<file path="config.mk">
export PLATFORM = sky130hd
export DESIGN_NAME = div_seq
export DESIGN_NICKNAME = d
export VERILOG_FILES = /design/src/rtl/div_seq.sv
export SDC_FILE = /design/constraint.sdc
export NUM_CORES = 1
export LEC_CHECK = 0
export ABC_AREA = 1
export BUFFER_PORTS_ARGS = -buffer_cell sky130_fd_sc_hd__buf_2
export CAP_MARGIN = 30
export CORE_MARGIN = 4
export CORE_UTILIZATION = 58
export DETAILED_ROUTE_END_ITERATION = 8
export PLACE_DENSITY = 0.81
export SYNTH_ARGS = -nofsm -noshare
export SYNTH_HDL_FRONTEND = slang
export SYNTH_SLANG_ARGS = --single-unit
</file>
<file path="constraint.sdc">
create_clock -name clk -period 3 [get_ports clk]
set_clock_uncertainty 0.2 [all_clocks]
set_input_delay 0.3 -clock clk [delete_from_list [all_inputs] [get_ports clk]]
set_output_delay 0.3 -clock clk [all_outputs]
set_load 0.01 [all_outputs]
</file>
<file path="src/rtl/div_seq.sv">
// div_seq: 32-bit sequential restoring divider, one bit per cycle; signed mode enabled by `define DIV_SIGNED_EN
module div_seq (
  input  logic        clk,
  input  logic        rst,
  input  logic        signed_div_i,
  input  logic [31:0] opdata1_i,
  input  logic [31:0] opdata2_i,
  input  logic        start_i,
  input  logic        annul_i,
  output logic [63:0] result_o,
  output logic        ready_o
);
  typedef enum logic [1:0] {FREE, BYZERO, ON, END} state_t;
  state_t      st, nxt;
  logic [5:0]  cnt;
  logic [31:0] quo, rem, dvs, a_abs, b_abs, q_fix, r_fix, rem_sub;
  logic [32:0] part;
  logic        ge;
  assign part    = {rem, quo[31]};
  assign ge      = part >= {1'b0, dvs};
  assign rem_sub = 32'(part - {1'b0, dvs});
`ifdef DIV_SIGNED_EN
  logic sa, sb, neg_q, neg_r;
  assign sa    = signed_div_i & opdata1_i[31];
  assign sb    = signed_div_i & opdata2_i[31];
  assign a_abs = sa ? -opdata1_i : opdata1_i;
  assign b_abs = sb ? -opdata2_i : opdata2_i;
  assign q_fix = neg_q ? -quo : quo;
  assign r_fix = neg_r ? -rem : rem;
`else
  logic unused_signed;
  assign unused_signed = signed_div_i;
  assign a_abs = opdata1_i;
  assign b_abs = opdata2_i;
  assign q_fix = quo;
  assign r_fix = rem;
`endif
  // state register
  always_ff @(posedge clk)
    st <= rst ? FREE : nxt;
  // next state: annul wins everywhere, END holds while start stays high
  always_comb begin
    nxt = st;
    nxt = annul_i         ? FREE :
          st == FREE      ? (start_i ? (opdata2_i == '0 ? BYZERO : ON) : FREE) :
          st == BYZERO    ? END :
          st == ON        ? (cnt == 6'd32 ? END : ON) :
          start_i         ? END : FREE;
  end
  // operand latch, shift-subtract steps and registered result
  always_ff @(posedge clk)
    if (rst) begin
      cnt      <= '0;
      quo      <= '0;
      rem      <= '0;
      dvs      <= '0;
      ready_o  <= 1'b0;
      result_o <= '0;
`ifdef DIV_SIGNED_EN
      neg_q    <= 1'b0;
      neg_r    <= 1'b0;
`endif
    end else begin
      if (st == FREE && nxt == ON) begin
        cnt <= '0;
        quo <= a_abs;
        rem <= '0;
        dvs <= b_abs;
`ifdef DIV_SIGNED_EN
        neg_q <= sa ^ sb;
        neg_r <= sa;
`endif
      end else if (st == ON && nxt == ON) begin
        cnt <= cnt + 6'd1;
        quo <= {quo[30:0], ge};
        rem <= ge ? rem_sub : part[31:0];
      end
      ready_o  <= nxt == END;
      result_o <= nxt != END ? '0 : st == ON ? {r_fix, q_fix} : st == BYZERO ? '0 : result_o;
    end
endmodule

</file>
==> results of run 1 <==
critical path: cells and delay by family, from the launching register on:
kind / cells / cell delay [ns]
fa+ha+maj: 1 / 0.40
flops: 1 / 0.31
simple gates: 6 / 0.72
compound gates: 3 / 0.59
buf+inv: 2 / 0.30
cells in the mapped netlist (2+ instances only):
cell,n
buf_6,6
nand2_2,10
and2_1,4
a21oi_1,115
clkbuf_1,24
xor2_1,5
a21oi_2,29
nand3_1,53
a22oi_1,31
nand4_1,9
nor2_1,171
nor3_1,28
xnor2_1,15
buf_4,3
inv_1,185
o21ai_0,58
nor2_2,8
o21bai_1,3
and3_1,2
nand2_1,371
o211ai_1,31
buf_2,28
ha_1,37
nand3_2,2
nor2_4,2
inv_2,13
dfxtp_1,169
registers in the layout, indices dropped and copies added (netlist names):
name and cells:
result_o 64, dvs 32, q_fix 32, r_fix 32, cnt 6, st 2, ready_o 1
cells in the final DEF, fill, tap and decap left out, drive strengths merged, types with 2 or more instances in the layout:
cell,instances
a21oi,144
inv,204
nand4,9
bufinv,3
clkinv,3
o21bai,3
ha,37
nor3,28
and3,2
buf,151
clkbuf,17
dlygate4sd3,41
dfxtp,169
nor2,181
o21ai,59
a22oi,31
and2,4
o211ai,31
nand3,55
nand2,382
clkinvlp,4
xor2,5
xnor2,15
metal layers:
metal | vias to the layer above | routed length (um)
met5 | - | 0
met4 | 0 | 629
met2 | 364 | 12600
met3 | 48 | 1740
li1 | 4825 | -
met1 | 4446 | 11000
repair_timing:
action	CTS	global route
endpoints found under the setup margin	0	0
hold buffers	41	0
hold endpoints to repair	41	0
logic make-up after synthesis:
kind of cell / synth area share, %
xor+xnor: 1.85
simple gates: 28.6
compound gates: 17.4
buf+inv: 11.4
flops: 35.7
fa+ha+maj: 5.09
final cells by class:
type	count	area, um^2
timing repair buffer	192	1260
clock buffer	17	425
tap	216	270
fill	1303	4640
inverter	199	749
sequential	169	3380
multi-input combinational	992	5020
clock inverter	15	190
power groups by stage:
stage | Combinational [mW] | Sequential, mW | Clock [mW]
CTS | 1.09 | 2.33 | 2.33
floorplan | 0.787 | 2.38 | 0
finish | 1.11 | 2.33 | 2.31
global placement | 1.02 | 2.38 | 0
detailed placement | 1.04 | 2.38 | 0
global route | 1.24 | 2.34 | 2.44
worst max-delay path by stage:
stage / start / to / slack (ns) / cells after the start
after global placement: q_fix[31] / r_fix[16] / 0.50 / 14
after CTS: opdata2_i[0] / r_fix[4] / 0.35 / 13
final: dvs[30] / r_fix[5] / 0.35 / 12
after detailed placement: q_fix[31] / r_fix[16] / 0.46 / 14
after floorplan: dvs[20] / r_fix[13] / 0.90 / 17
after global routing: q_fix[31] / r_fix[16] / 0.11 / 14
metrics by stage:
step                      area (um^2)  cells  util, %
after floorplan                  9490   1422        -
after detailed placement        10300   1727     64.5
after CTS                       11300   1800     70.9
after global routing            11300   1800     70.9
final                           11300   1800     70.9
after global placement          10300   1727     64.5
==> flow_metrics.py, run 1 <==
metrics = {
    "clocking": {
        "cts-root-buf": "clkbuf_16",
        "clk_pin_slew_ns": 0.07,
        "h-tree-depth": 4,
        "cts_tree": "built",
        "numCtsBuffers": 17,
        "clk_path_buf_depth": 2,
        "post_cts_buffers": 0,
        "clock-sinks": 169,
        "ctsResizeCount": 0,
        "clk_latency_ns": 0.44,
    },
    "global_route": {
        "top_usage_layer": "met2",
        "grt_max_degree": 56,
        "use_met1_pct": 34.6,
        "antenna_found_initial": 0,
        "grtUsageMet3_pct": 6.40,
        "grtUsageMet2_pct": 49.7,
        "first_global_vias": 9286,
        "grt-ovfl-total": 0,
        "grt_util_all_layers_pct": 28.4,
        "grt_pass1_wl_um": 43100,
    },
    "detailed_routing": {
        "dr_total_vias": 9683,
        "routedWlPerCell_um": 14.4,
        "dr.pass1.iters": 6,
        "drtIter0Drc": 806,
        "ant_nets": 0,
        "routed_wl_um": 26000,
        "drc_errors": 0,
        "avgViaCountPerCell": 5.38,
    },
    "placed_design": {
        "io_buffers": 132,
        "gp_congestion": 0.997,
        "dp_hpwl_um": 18500,
        "pre_cts_slack_ns": 0.462,
    },
    "critical_path": {
        "start_kind": "flip-flop",
        "path_cells": "inv_1 -> ha_1 -> a21oi_1 -> o21ai_0 -> a21oi_1 -> nand2_1 -> nor2_2 -> nand2_4 -> inv_4 -> nor2_1 -> nor3_1 -> nor2_1",
        "max_stage_delay_ns": 0.40,
        "path_class": "flip-flop to flip-flop",
        "critPathArrivalTime_ns": 2.77,
        "r2r-start": "dvs[30]",
        "slowest_stage": "ha_1",
        "worstPathMaxFanout": 21,
        "r2r.worst_path.cells": 12,
        "timing.rr.end": "r_fix[5]",
        "r2r_slack_ns": 0.35,
        "worst_ep_required_time_ns": 3.12,
        "end_kind": "flip-flop",
    },
    "yosys": {
        "avgSynthCellArea_um2": 6.67,
        "synthArstFlopShare_pct": 0,
        "synth_cells": 1422,
        "synth-seq-cells": 169,
        "yosys.area.top_type": "dfxtp_1",
        "synth_area_leaders": "dfxtp_1 36%, nand2_1 15%, inv_1 7.3%",
        "netlist_area_um2": 9490,
        "yosysUniqueCellTypes": 37,
        "ys_warn_count": 0,
        "synth_top_area_share_pct": 35.7,
        "synth_flop_cell": "dfxtp_1",
        "ys_seq_area_share_pct": 35.7,
        "synth_nets": 1529,
        "synth_edf_count": 0,
    },
    "power": {
        "leakage_nw": 5.19,
        "p_clk_share_pct": 40.2,
        "combPwrFrac_pct": 19.3,
        "peakVddDrop_mv": 0.444,
        "power.share.sequential_pct": 40.6,
        "swShare_pct": 30.3,
        "switchingPower_mw": 1.74,
        "p_int_mw": 4.01,
        "power.density_nw_per_um2": 509,
        "p_total_mw": 5.76,
    },
    "floorplan": {
        "pin_count": 134,
        "core_area_um2": 15900,
        "row_count": 46,
        "dieArea_um2": 18500,
        "initial_core_util_pct": 59.5,
        "die_h_um": 136,
        "die_w_um": 136,
    },
    "layout": {
        "final_nets": 1678,
        "diodes": 0,
        "drive_gt1_share_pct": 15.9,
        "area_growth_pct": 19.2,
    },
    "worst_hold_path": {
        "hold_path_depth": 3,
        "min_from": "opdata1_i[27]",
        "hold_class": "input port to flip-flop",
        "hold_end": "q_fix[27]",
    },
    "timing": {
        "whs_ns": -0.00752,
        "finalCritPeriodShare_pct": 88.4,
        "hold_viol_final": 2,
        "layout_min_cycle_time_ns": 2.65,
        "setup_viol": 0,
        "tightest_slew_ns": 0.574,
        "fmax_mhz": 377,
        "fin_tns_setup_ns": 0,
        "slew_viol_final": 0,
        "worst_slack_ns": 0.348,
        "slew-limit-headroom_pct": 61.7,
        "rsz0062_at_grt": "false",
    },
    "job": {
        "drv_cap": 0,
    },
    "status": {
        "violations": "hold timing",
        "outcome": "complete, but fails checks",
    },
}
Power figures use the tool's default switching activity.
==> inputs of run 2 (changes only) <==
--- a/config.mk
+++ b/config.mk
@@ -8,6 +8,7 @@
 export ABC_AREA = 1
 export BUFFER_PORTS_ARGS = -buffer_cell sky130_fd_sc_hd__buf_2
 export CAP_MARGIN = 30
+export CORE_ASPECT_RATIO = 1.2
 export CORE_MARGIN = 4
 export CORE_UTILIZATION = 58
 export DETAILED_ROUTE_END_ITERATION = 8
==> flow_metrics.py, run 2 (synthesis results as in run 1) <==
metrics = {
    "placed_design": {
        "dp_hpwl_um": 18600,
        "pre_cts_slack_ns": 0.322,
        "io_buffers": 132,
        "dp.cells": 1717,
        "gp_congestion": 0.956,
    },
    "critical_path": {
        "path_class": "input port to flip-flop",
        "start_kind": "input port",
        "r2r.worst_path.cells": 11,
        "endpoint": "r_fix[7]",
        "crit_start": "opdata2_i[28]",
        "r2r-start": "r_fix[20]",
        "critPathArrivalTime_ns": 3.11,
        "r2r_slack_ns": 0.22,
        "worstPathMaxFanout": 68,
        "worst_ep_required_time_ns": 3.16,
        "end_kind": "flip-flop",
        "timing.rr.end": "r_fix[5]",
    },
    "timing": {
        "finalCritPeriodShare_pct": 98.3,
        "rsz0062_at_grt": "false",
        "worst_slack_ns": 0.0508,
        "slew-limit-headroom_pct": 53.9,
        "fmax_mhz": 339,
        "layout_min_cycle_time_ns": 2.95,
        "slew_viol_final": 0,
        "setup_viol": 0,
        "whs_ns": -0.00193,
        "hold_viol_final": 2,
        "tightest_slew_ns": 0.691,
        "fin_tns_setup_ns": 0,
    },
    "status": {
        "violations": "hold timing",
        "outcome": "complete, but fails checks",
    },
    "floorplan": {
        "row_count": 50,
        "die_w_um": 125,
        "die_h_um": 148,
        "dieArea_um2": 18500,
        "initial_core_util_pct": 59.9,
        "core_area_um2": 15800,
        "pin_count": 134,
    },
    "global_route": {
        "grt-ovfl-total": 0,
        "grt_util_all_layers_pct": 28.3,
        "grt_pass1_wl_um": 43300,
        "grt_max_degree": 69,
        "antenna_found_initial": 0,
        "first_global_vias": 9091,
    },
    "detailed_routing": {
        "routed_wl_um": 26500,
        "drtIter0Drc": 662,
        "dr_total_vias": 9600,
        "dr.pass1.iters": 5,
        "drc_errors": 0,
        "ant_nets": 0,
        "routedWlPerCell_um": 14.7,
        "avgViaCountPerCell": 5.34,
    },
    "layout": {
        "final_nets": 1686,
        "instances_no_fill": 1799,
        "diodes": 0,
        "area_growth_pct": 20.6,
        "drive_gt1_share_pct": 15.7,
        "largest_reg_flops": 64,
        "regMostFlops": "result_o",
        "final_cell_mix": "370 x nand2_1, 185 x inv_1, 171 x nor2_1",
        "final_common_cell": "nand2_1",
        "final_util_pct": 72.3,
    },
    "clocking": {
        "h-tree-depth": 4,
        "clk_pin_slew_ns": 0.08,
        "clk_path_buf_depth": 2,
        "cts-root-buf": "clkbuf_16",
        "clk_latency_ns": 0.43,
        "numCtsBuffers": 17,
        "clock-sinks": 169,
        "cts_tree": "built",
        "post_cts_buffers": 0,
    },
    "power": {
        "peakVddDrop_mv": 0.359,
        "p_total_mw": 5.92,
        "leakage_nw": 5.26,
        "power.density_nw_per_um2": 518,
    },
    "job": {
        "drv_cap": 0,
    },
    "worst_hold_path": {
        "hold_class": "input port to flip-flop",
    },
}
==> run 2: repair_timing <==
item                                   CTS  global route
gates resized for setup                  0             1
hold buffers                            50             1
endpoints found under the hold margin   50             1
setup endpoints to repair                0             3
==> run 2: final cells by class <==
class	instances	area, um^2
Multi-Input combinational cell	992	5020
Fill cell	1286	4390
Sequential cell	169	3380
Timing Repair Buffer	200	1360
Clock inverter	14	236
Tap cell	208	260
Clock buffer	17	425
Inverter	199	752
==> run 2: critical path: stages <==
cell,delay (ns)
dlygate4sd3_1,0.54
buf_2,0.14
nor2_1,0.15
nand2_1,0.07
nor2_1,0.23
nand2_1,0.15
nor2_1,0.18
inv_1,0.07
nand4_1,0.19
buf_12,0.30
nand2_1,0.13
inv_2,0.29
o21ai_0,0.19
nor2_1,0.14
==> run 2: routing by layer <==
metal / share of wire [%] / GRT usage (%) / up-vias / wire length [um]
met4: 2.3 / 9.43 / 0 / 617
met5: 0 / 0 / - / 0
met3: 6.0 / 5.60 / 50 / 1580
met2: 50 / 50.1 / 296 / 13200
met1: 42 / 34.6 / 4403 / 11100
li1: - / - / 4851 / -
==> run 2: metrics by stage <==
stage / hold WS (ns) / cell area, um^2
CTS: 0.000847 / 11400
finish: -0.00193 / 11400
global placement: 0.236 / 10300
floorplan: 0.228 / 9490
detailed placement: 0.246 / 10300
global route: 0.0136 / 11400
==> run 2: where the power goes <==
group | internal, mW | switching, mW | leakage (nW)
Combinational | 0.394 | 0.731 | 3.57
Sequential | 2.30 | 0.0311 | 1.37
Clock | 1.44 | 1.02 | 0.320
Total | 4.14 | 1.79 | 5.26
==> run 2: how the worst min path moves through the flow <==
stage | start | to | slack, ns | cells after the start
after global placement | dvs[0] | dvs[0] | 0.24 | 2
after floorplan | dvs[0] | dvs[0] | 0.23 | 2
after detailed placement | dvs[0] | dvs[0] | 0.25 | 2
after CTS | opdata2_i[14] | dvs[14] | 0.0008 | 3
after global routing | opdata1_i[8] | q_fix[8] | 0.01 | 3
final | opdata1_i[8] | q_fix[8] | -0.002 | 3
